[src/rtl/if_prefetch_unit.sv]
// Instruction-fetch front end: drives the instruction ROM and buffers {pc, inst} pairs for ID.
// Optional performance counters are enabled by defining IF_PERF_CNT_EN.
module if_prefetch_unit #(
  parameter int unsigned DEPTH    = 4,
  parameter logic [31:0] RESET_PC = 32'h0000_0000
) (
  input  logic        clk,
  input  logic        rst,
  input  logic        fetch_stall,
  input  logic        redirect,
  input  logic [31:0] redirect_pc,
  output logic        rom_ce,
  output logic [31:0] rom_addr,
  input  logic [31:0] rom_inst,
  output logic        id_valid,
  input  logic        id_ready,
  output logic [31:0] id_inst,
  output logic [31:0] id_pc
`ifdef IF_PERF_CNT_EN
  ,
  output logic [31:0] perf_fetched,
  output logic [31:0] perf_flushed
`endif
);

  localparam int PW = $clog2(DEPTH);
  localparam int CW = PW + 1;

  typedef struct packed {
    logic [31:0] pc;
    logic [31:0] inst;
  } entry_t;

  entry_t          mem [DEPTH];
  logic [31:0]     pc;
  logic            run;
  logic [CW-1:0]   count;
  logic [PW-1:0]   rd_ptr;
  logic [PW-1:0]   wr_ptr;
  logic            full;
  logic            pop;
  logic            unused_low;

  assign unused_low = ^redirect_pc[1:0];

  // Fetch gating never looks at id_ready, so there is no id_ready -> rom_ce path.
  assign full     = (count == CW'(DEPTH));
  assign rom_ce   = run && !fetch_stall && !full && !redirect;
  assign rom_addr = pc;
  assign id_valid = (count != '0);
  assign pop      = id_valid && id_ready && !redirect;
  assign id_inst  = id_valid ? mem[rd_ptr].inst : 32'h0;
  assign id_pc    = id_valid ? mem[rd_ptr].pc   : 32'h0;

  // NOTE: sequential state uses non-blocking assignments so every register
  // samples pre-edge values regardless of statement order.
  always_ff @(posedge clk or negedge rst) begin
    if (!rst) begin
      pc     <= RESET_PC;
      run    <= 1'b0;
      count  <= '0;
      rd_ptr <= '0;
      wr_ptr <= '0;
    end else begin
      run <= 1'b1;
      if (redirect) begin
        count  <= '0;
        rd_ptr <= '0;
        wr_ptr <= '0;
        pc     <= {redirect_pc[31:2], 2'b00};
      end else begin
        if (rom_ce) begin
          wr_ptr <= wr_ptr + PW'(1);
          pc     <= pc + 32'd4;
        end
        if (pop) rd_ptr <= rd_ptr + PW'(1);
        case ({rom_ce, pop})
          2'b10:   count <= count + CW'(1);
          2'b01:   count <= count - CW'(1);
          default: count <= count;
        endcase
      end
    end
  end

  // NOTE: queue storage is deliberately not reset; count==0 already marks every
  // slot as dead, and the outputs are masked while empty.
  always_ff @(posedge clk) begin
    if (rom_ce) mem[wr_ptr] <= '{pc: pc, inst: rom_inst};
  end

`ifdef IF_PERF_CNT_EN
  logic [32:0] flushed_sum;
  assign flushed_sum = {1'b0, perf_flushed} + 33'(count);

  always_ff @(posedge clk or negedge rst) begin
    if (!rst) begin
      perf_fetched <= '0;
      perf_flushed <= '0;
    end else begin
      if (rom_ce) perf_fetched <= perf_fetched + 32'd1;
      if (redirect) perf_flushed <= flushed_sum[32] ? 32'hFFFF_FFFF : flushed_sum[31:0];
    end
  end
`endif

endmodule
[config.mk]
export PLATFORM = sky130hd
export DESIGN_NAME = if_prefetch_unit
export DESIGN_NICKNAME = d
export VERILOG_FILES = /design/src/rtl/if_prefetch_unit.sv
export SDC_FILE = /design/constraint.sdc
export NUM_CORES = 1
export LEC_CHECK = 0
export CORE_ASPECT_RATIO = 1.5
export CORE_MARGIN = 5
export CORE_UTILIZATION = 35
export DETAILED_ROUTE_END_ITERATION = 8
export GPL_TIMING_DRIVEN = 1
export PLACE_DENSITY = 0.58
export SYNTH_ARGS = -nofsm -noshare
export SYNTH_HDL_FRONTEND = slang
export SYNTH_SLANG_ARGS = --single-unit
export TNS_END_PERCENT = 30
[constraint.sdc]
create_clock -name clk -period 4.07 [get_ports clk]
set_clock_uncertainty 0.1 [all_clocks]
set_input_delay 0.6105 -clock clk [delete_from_list [all_inputs] [get_ports clk]]
set_output_delay 0.6105 -clock clk [all_outputs]
set_load 0.005 [all_outputs]
== Word level (Yosys, flattened, before mapping) ==
Memory sizes are Yosys's and may differ from the RTL's.
Cells that the tools add are included.

* Bits in registers: 40
* Memory bits (writable): 256
* Input port bits: 69
* Output and inout bits: 98
* Logic and storage cells: 38
* Memories kept: 1

{| class="wikitable"
|+ Memories
! name !! words !! width !! rd ports !! clocked after memory_dff !! wr ports !! line !! RTL
|-
| mem || 4 || 64 || 1 || 0 || 1 || 34 || <nowiki>entry_t mem [DEPTH];</nowiki>
|}

* Add/subtract/negate cells: 5
* Equal/unequal tests: 3
* Muxes and demuxes: 12
* Reduce and logical (&&, ||, !) cells: 12

{| class="wikitable"
|+ Operators by type and width
! kind !! count
|-
| 32-bit 2-to-1 mux || 4
|-
| 32-bit by 3-bit adder with 32-bit output, second input constant || 1
|-
| 2-bit 2-to-1 mux || 4
|-
| 3-bit case mux with 2 select lines || 1
|-
| 3-bit nonzero test || 2
|-
| 1-bit logical AND || 5
|-
| 2-bit by 1-bit adder with 2-bit output, second input constant || 2
|-
| 2-bit nonzero test || 2
|-
| 3-bit by 1-bit adder with 3-bit output, second input constant || 1
|-
| 3-bit == test, second input constant || 1
|-
| 1-bit zero test || 3
|-
| 3-bit 2-to-1 mux || 1
|-
| 3-bit by 1-bit subtractor with 3-bit output, second input constant || 1
|-
| 2-bit by 1-bit == test with 1-bit output, second input constant || 1
|-
| 2-bit == test, second input constant || 1
|-
| 1-bit 2-to-1 mux || 2
|}

== Logic depth before layout (Yosys ltp) ==
* Word-level depth: 7
* Gate-level depth with buffers: 8
* Mapped depth without buffers: 7

== Worst setup path after synthesis ==
No wires, ideal clock.

* Path kind: input to register
* From: in redirect
* To: mem mem[0][0] (netlist bit), enable pin
* Setup time: 0.426 ns
* Arrival time: 2.696 ns
* Data required time: 3.544 ns
* Slack: 0.848 ns
* Stages on the path: 3
* Buffers on the path: 1
* Path through: clkbuf_1 nor3_1 and2_1

* Cells in the longest elaborated chain, start to end: 4

{| class="wikitable"
|+ Ends and longest elaborated chain
! item !! line !! RTL
|-
| start, declared || 10 || <nowiki>input logic redirect,</nowiki>
|-
| 1-bit zero test || 48 || <nowiki>assign rom_ce = run && !fetch_stall && !full && !redirect;</nowiki>
|-
| 1-bit logical AND || 48 ||
|-
| named net rom_ce || 12 || <nowiki>output logic rom_ce,</nowiki>
|-
| 1-bit 2-to-1 mux || 89 || <nowiki>if (rom_ce) mem[wr_ptr] <= '{pc: pc, inst: rom_inst};</nowiki>
|-
| 1-bit 2-to-1 mux (implied by the code) || 89 ||
|-
| end, declared || 34 ||
|}

The timed path passes the listed nets, and every way through them passes these cells.

== Worst setup path after layout ==
* From: reg count[0]
* To: out id_pc[23]

* Cells in the longest elaborated chain, start to end: 2

{| class="wikitable"
|+ Ends and longest elaborated chain
! item !! line !! RTL
|-
| start, declared || 37 || <nowiki>logic [CW-1:0] count;</nowiki>
|-
| start signal, assigned || 78 || <nowiki>2'b10: count <= count + CW'(1);</nowiki>
|-
| start signal, assigned || 79 || <nowiki>2'b01: count <= count - CW'(1);</nowiki>
|-
| start signal, assigned || 80 || <nowiki>default: count <= count;</nowiki>
|-
| 3-bit nonzero test || 50 || <nowiki>assign id_valid = (count != '0);</nowiki>
|-
| 32-bit 2-to-1 mux || 53 || <nowiki>assign id_pc = id_valid ? mem[rd_ptr].pc : 32'h0;</nowiki>
|-
| end, declared || 18 || <nowiki>output logic [31:0] id_pc</nowiki>
|}

No other way between the ends.

==> run metrics <==
status=finished clean; synth warn=0; worst slew pin tran=1.10 ns; Internal Power=between 6 and 7 mW; synth unique cells=57; CTS Root Cell=clkbuf_16; Max Used Layer=met4; sequential-to-total area share from yosys stat=0.714; Slew headroom=0.269; maxcap violations=0; largest net degree at the start of global routing=64; worst path cell trace=or3_2 > and2_1 > clkdlybuf4s50_1; initial antenna violation count=0; share of layout cells above drive strength 1=0.171; WL met3=1.02 mm; M1 wire length=10.3 mm; HP Class=in2async; FF-to-FF Start=rom_addr[7]$_DFFE_PN0N_; Clk pin slew, worst setup/hold paths=approximately 0.060 ns; fmax=around 280 MHz; post-CTS setup buffer count=0; Post-synth EDFFs=248; commonest cells after routing, fill and taps aside=248 x edfxtp_1, 159 x clkdlybuf4s50_1, 65 x and2_1; Chip Height=approximately 230 microns; Final Critical Period=around 3.5 ns; fin nets=roughly 900; IR drop worst, VDD=between 0.2 and 0.3 mV; 1st-pass router iterations=4; share of total power in the clock network=0.338; RD Place Congestion=0.725; final-report setup violation count=0; Bufs and invs on worst path=1; die area=approximately 0.037 sq mm; Crit path depth=3; worst skew pair latency=about 0.54 ns; clk sinks=~290; Max stage delay on crit path=0.96 ns; total net switching power=approximately 2 mW; GRT Util Overall=0.138; crit path DAT=approximately 2.8 ns; Routed wire per std cell=20.6 microns; crit path max fanout=63; Routed Antenna Nets=0; Logic pwr share=0.240; Met2 Wirelength=between 10 and 15 mm; Crit-path slowest cell=or3_2; IO Pins=approximately 170; Hold Fails Final Rpt=0; Worst Setup SP=count[0]$_DFFE_PN0P_; Seq pwr share=0.422; buffers added on ports=160; syn_area_per_cell=roughly 18 sq um; critical path capture point=id_pc[23]; post-DR vias/cell=between 5 and 6; vias in the first global route=between 6,000 and 7,000; Core ar.=0.0333 sq mm; P_leak=about 4.8 nW; ys async rst share=0.133; Power, Total=a little over 8 mW; post-cts hold buffer count=0; Final Max Slew Viols=0; DR iter-0 viols=~250; Sw Ratio=0.244; Cells after Synth=658; Post-Layout Cell Count=1,268; FF+latch count, synth=between 200 and 300; crit path capture type=primary output; setup tns final=0 ns; Max Root-Sink Buffers=3; CP startpoint kind=flop; Placed Cells=around 1,200; FF-to-FF End=rom_addr[27]$_DFFE_PN0N_; die width=approximately 160 microns; Row Count=82; Setup CP Type=reg2out; TritonCTS clock tree=yes; Most used DFF post-synth=edfxtp_1; Synth Cell Area=between 0.01 and 0.015 sq mm; RSZ-0062 raised after global routing=false; first-pass GRT wire length=40.0 mm; Reg2Reg Setup Slack=about 1.4 ns; Num CTS Buffers=28; layout overhead on the synthesized area=26.6%; WP data required=approximately 3.4 ns; pre-CTS WS=between 0.8 and 0.9 ns; post-cts sizing count=0; final setup margin=between 0.5 and 0.6 ns; vias=approximately 6,500; # DRC=0; commonest non-fill, non-tap cell in the layout=edfxtp_1; critical path's top delay family=simple AND/OR/NAND/NOR gates; R2R cell count=4; worst hold slack=a little over 0.1 ns; GRT overflow=0; Initial Util=0.353; H-Tree Depth=1; final WL=around 26 mm; Tcrit/Tclk final=0.865; Pwr Density=553 mW/mm^2; final HPWL from detailed placement=around 17 mm
[worst min-delay path by stage]
stage	start	end	slack (ns)	depth (start not counted)
final	rst	rom_addr[3]$_DFFE_PN0N_	0.10	1
after global routing	rst	rom_addr[4]$_DFFE_PN0N_	0.16	1
after CTS	rst	rom_addr[3]$_DFFE_PN0N_	0.12	1
after detailed placement	rom_addr[31]$_DFFE_PN0N_	mem[1][63]$_DFFE_PP_	0.48	0
after global placement	wr_ptr[1]$_DFFE_PN0N_	wr_ptr[1]$_DFFE_PN0N_	0.48	2
after floorplan	rst	count[0]$_DFFE_PN0P_	0.21	0
[metal layers]
layer	vias up	track usage
li1	2949	-
met1	3344	0.163
met2	136	0.259
met3	31	0.0196
met4	0	0.0431
met5	-	0
[kinds of logic after synthesis]
family,share of synthesized area
buffers and inverters,0.0219
other,0.000639
muxes,0.120
xor gates and xnor gates,0.0101
and+or+nand+nor,0.0894
DFF,0.714
adders and majority gates,0.00703
AOI/OAI and AO/OA,0.0368
[Yosys cell counts (5+ instances only)]
cell type / n / area share
edfxtp_1: 248 / 0.63
nor4_1: 5 / 0.0027
dfrtp_1: 38 / 0.081
or4_1: 13 / 0.0083
buf_2: 6 / 0.0026
nor2_1: 25 / 0.0080
mux4_2: 62 / 0.12
xnor2_1: 7 / 0.0052
o31ai_1: 15 / 0.0096
nand4_1: 8 / 0.0043
clkbuf_1: 24 / 0.0077
nand3_1: 10 / 0.0043
a31oi_1: 17 / 0.0090
and2_1: 69 / 0.037
nand2_1: 17 / 0.0054
ha_1: 5 / 0.0053
o21ai_0: 14 / 0.0060
[layout make-up]
| type | instances | area (sq um) |
|---|---|---|
| Antenna cell | 1 | 2.50 |
| Clock buffer | 37 | 807 |
| Clock inverter | 14 | 200 |
| Fill cell | 2901 | 18500 |
| Inverter | 5 | 18.8 |
| Multi-Input combinational cell | 328 | 3120 |
| Sequential cell | 286 | 8410 |
| Tap cell | 420 | 526 |
| Timing Repair Buffer | 177 | 1800 |
[flip-flops by register name, summed over array words and instances (netlist names)]
| signal | cells |
|---|---|
| count | 3 |
| mem | 248 |
| rd_ptr | 2 |
| rom_addr | 30 |
| run | 1 |
| wr_ptr | 2 |
[through the flow]
step | util | area, sq um
finish | 0.446 | 14900
global route | 0.446 | 14900
CTS | 0.446 | 14900
detailed placement | 0.416 | 13900
global placement | 0.416 | 13900
floorplan | - | 11800
[power groups by stage]
stage	Sequential [mW]	Combinational, mW	Clock (mW)
2_1_floorplan	3.44	1.03	0
3_3_place_gp	3.54	2.01	0
3_5_place_dp	3.54	2.04	0
4_1_cts	3.48	2.05	2.85
5_1_grt	3.50	2.16	2.96
6_report	3.47	1.98	2.78
Power figures use the tool's default switching activity.
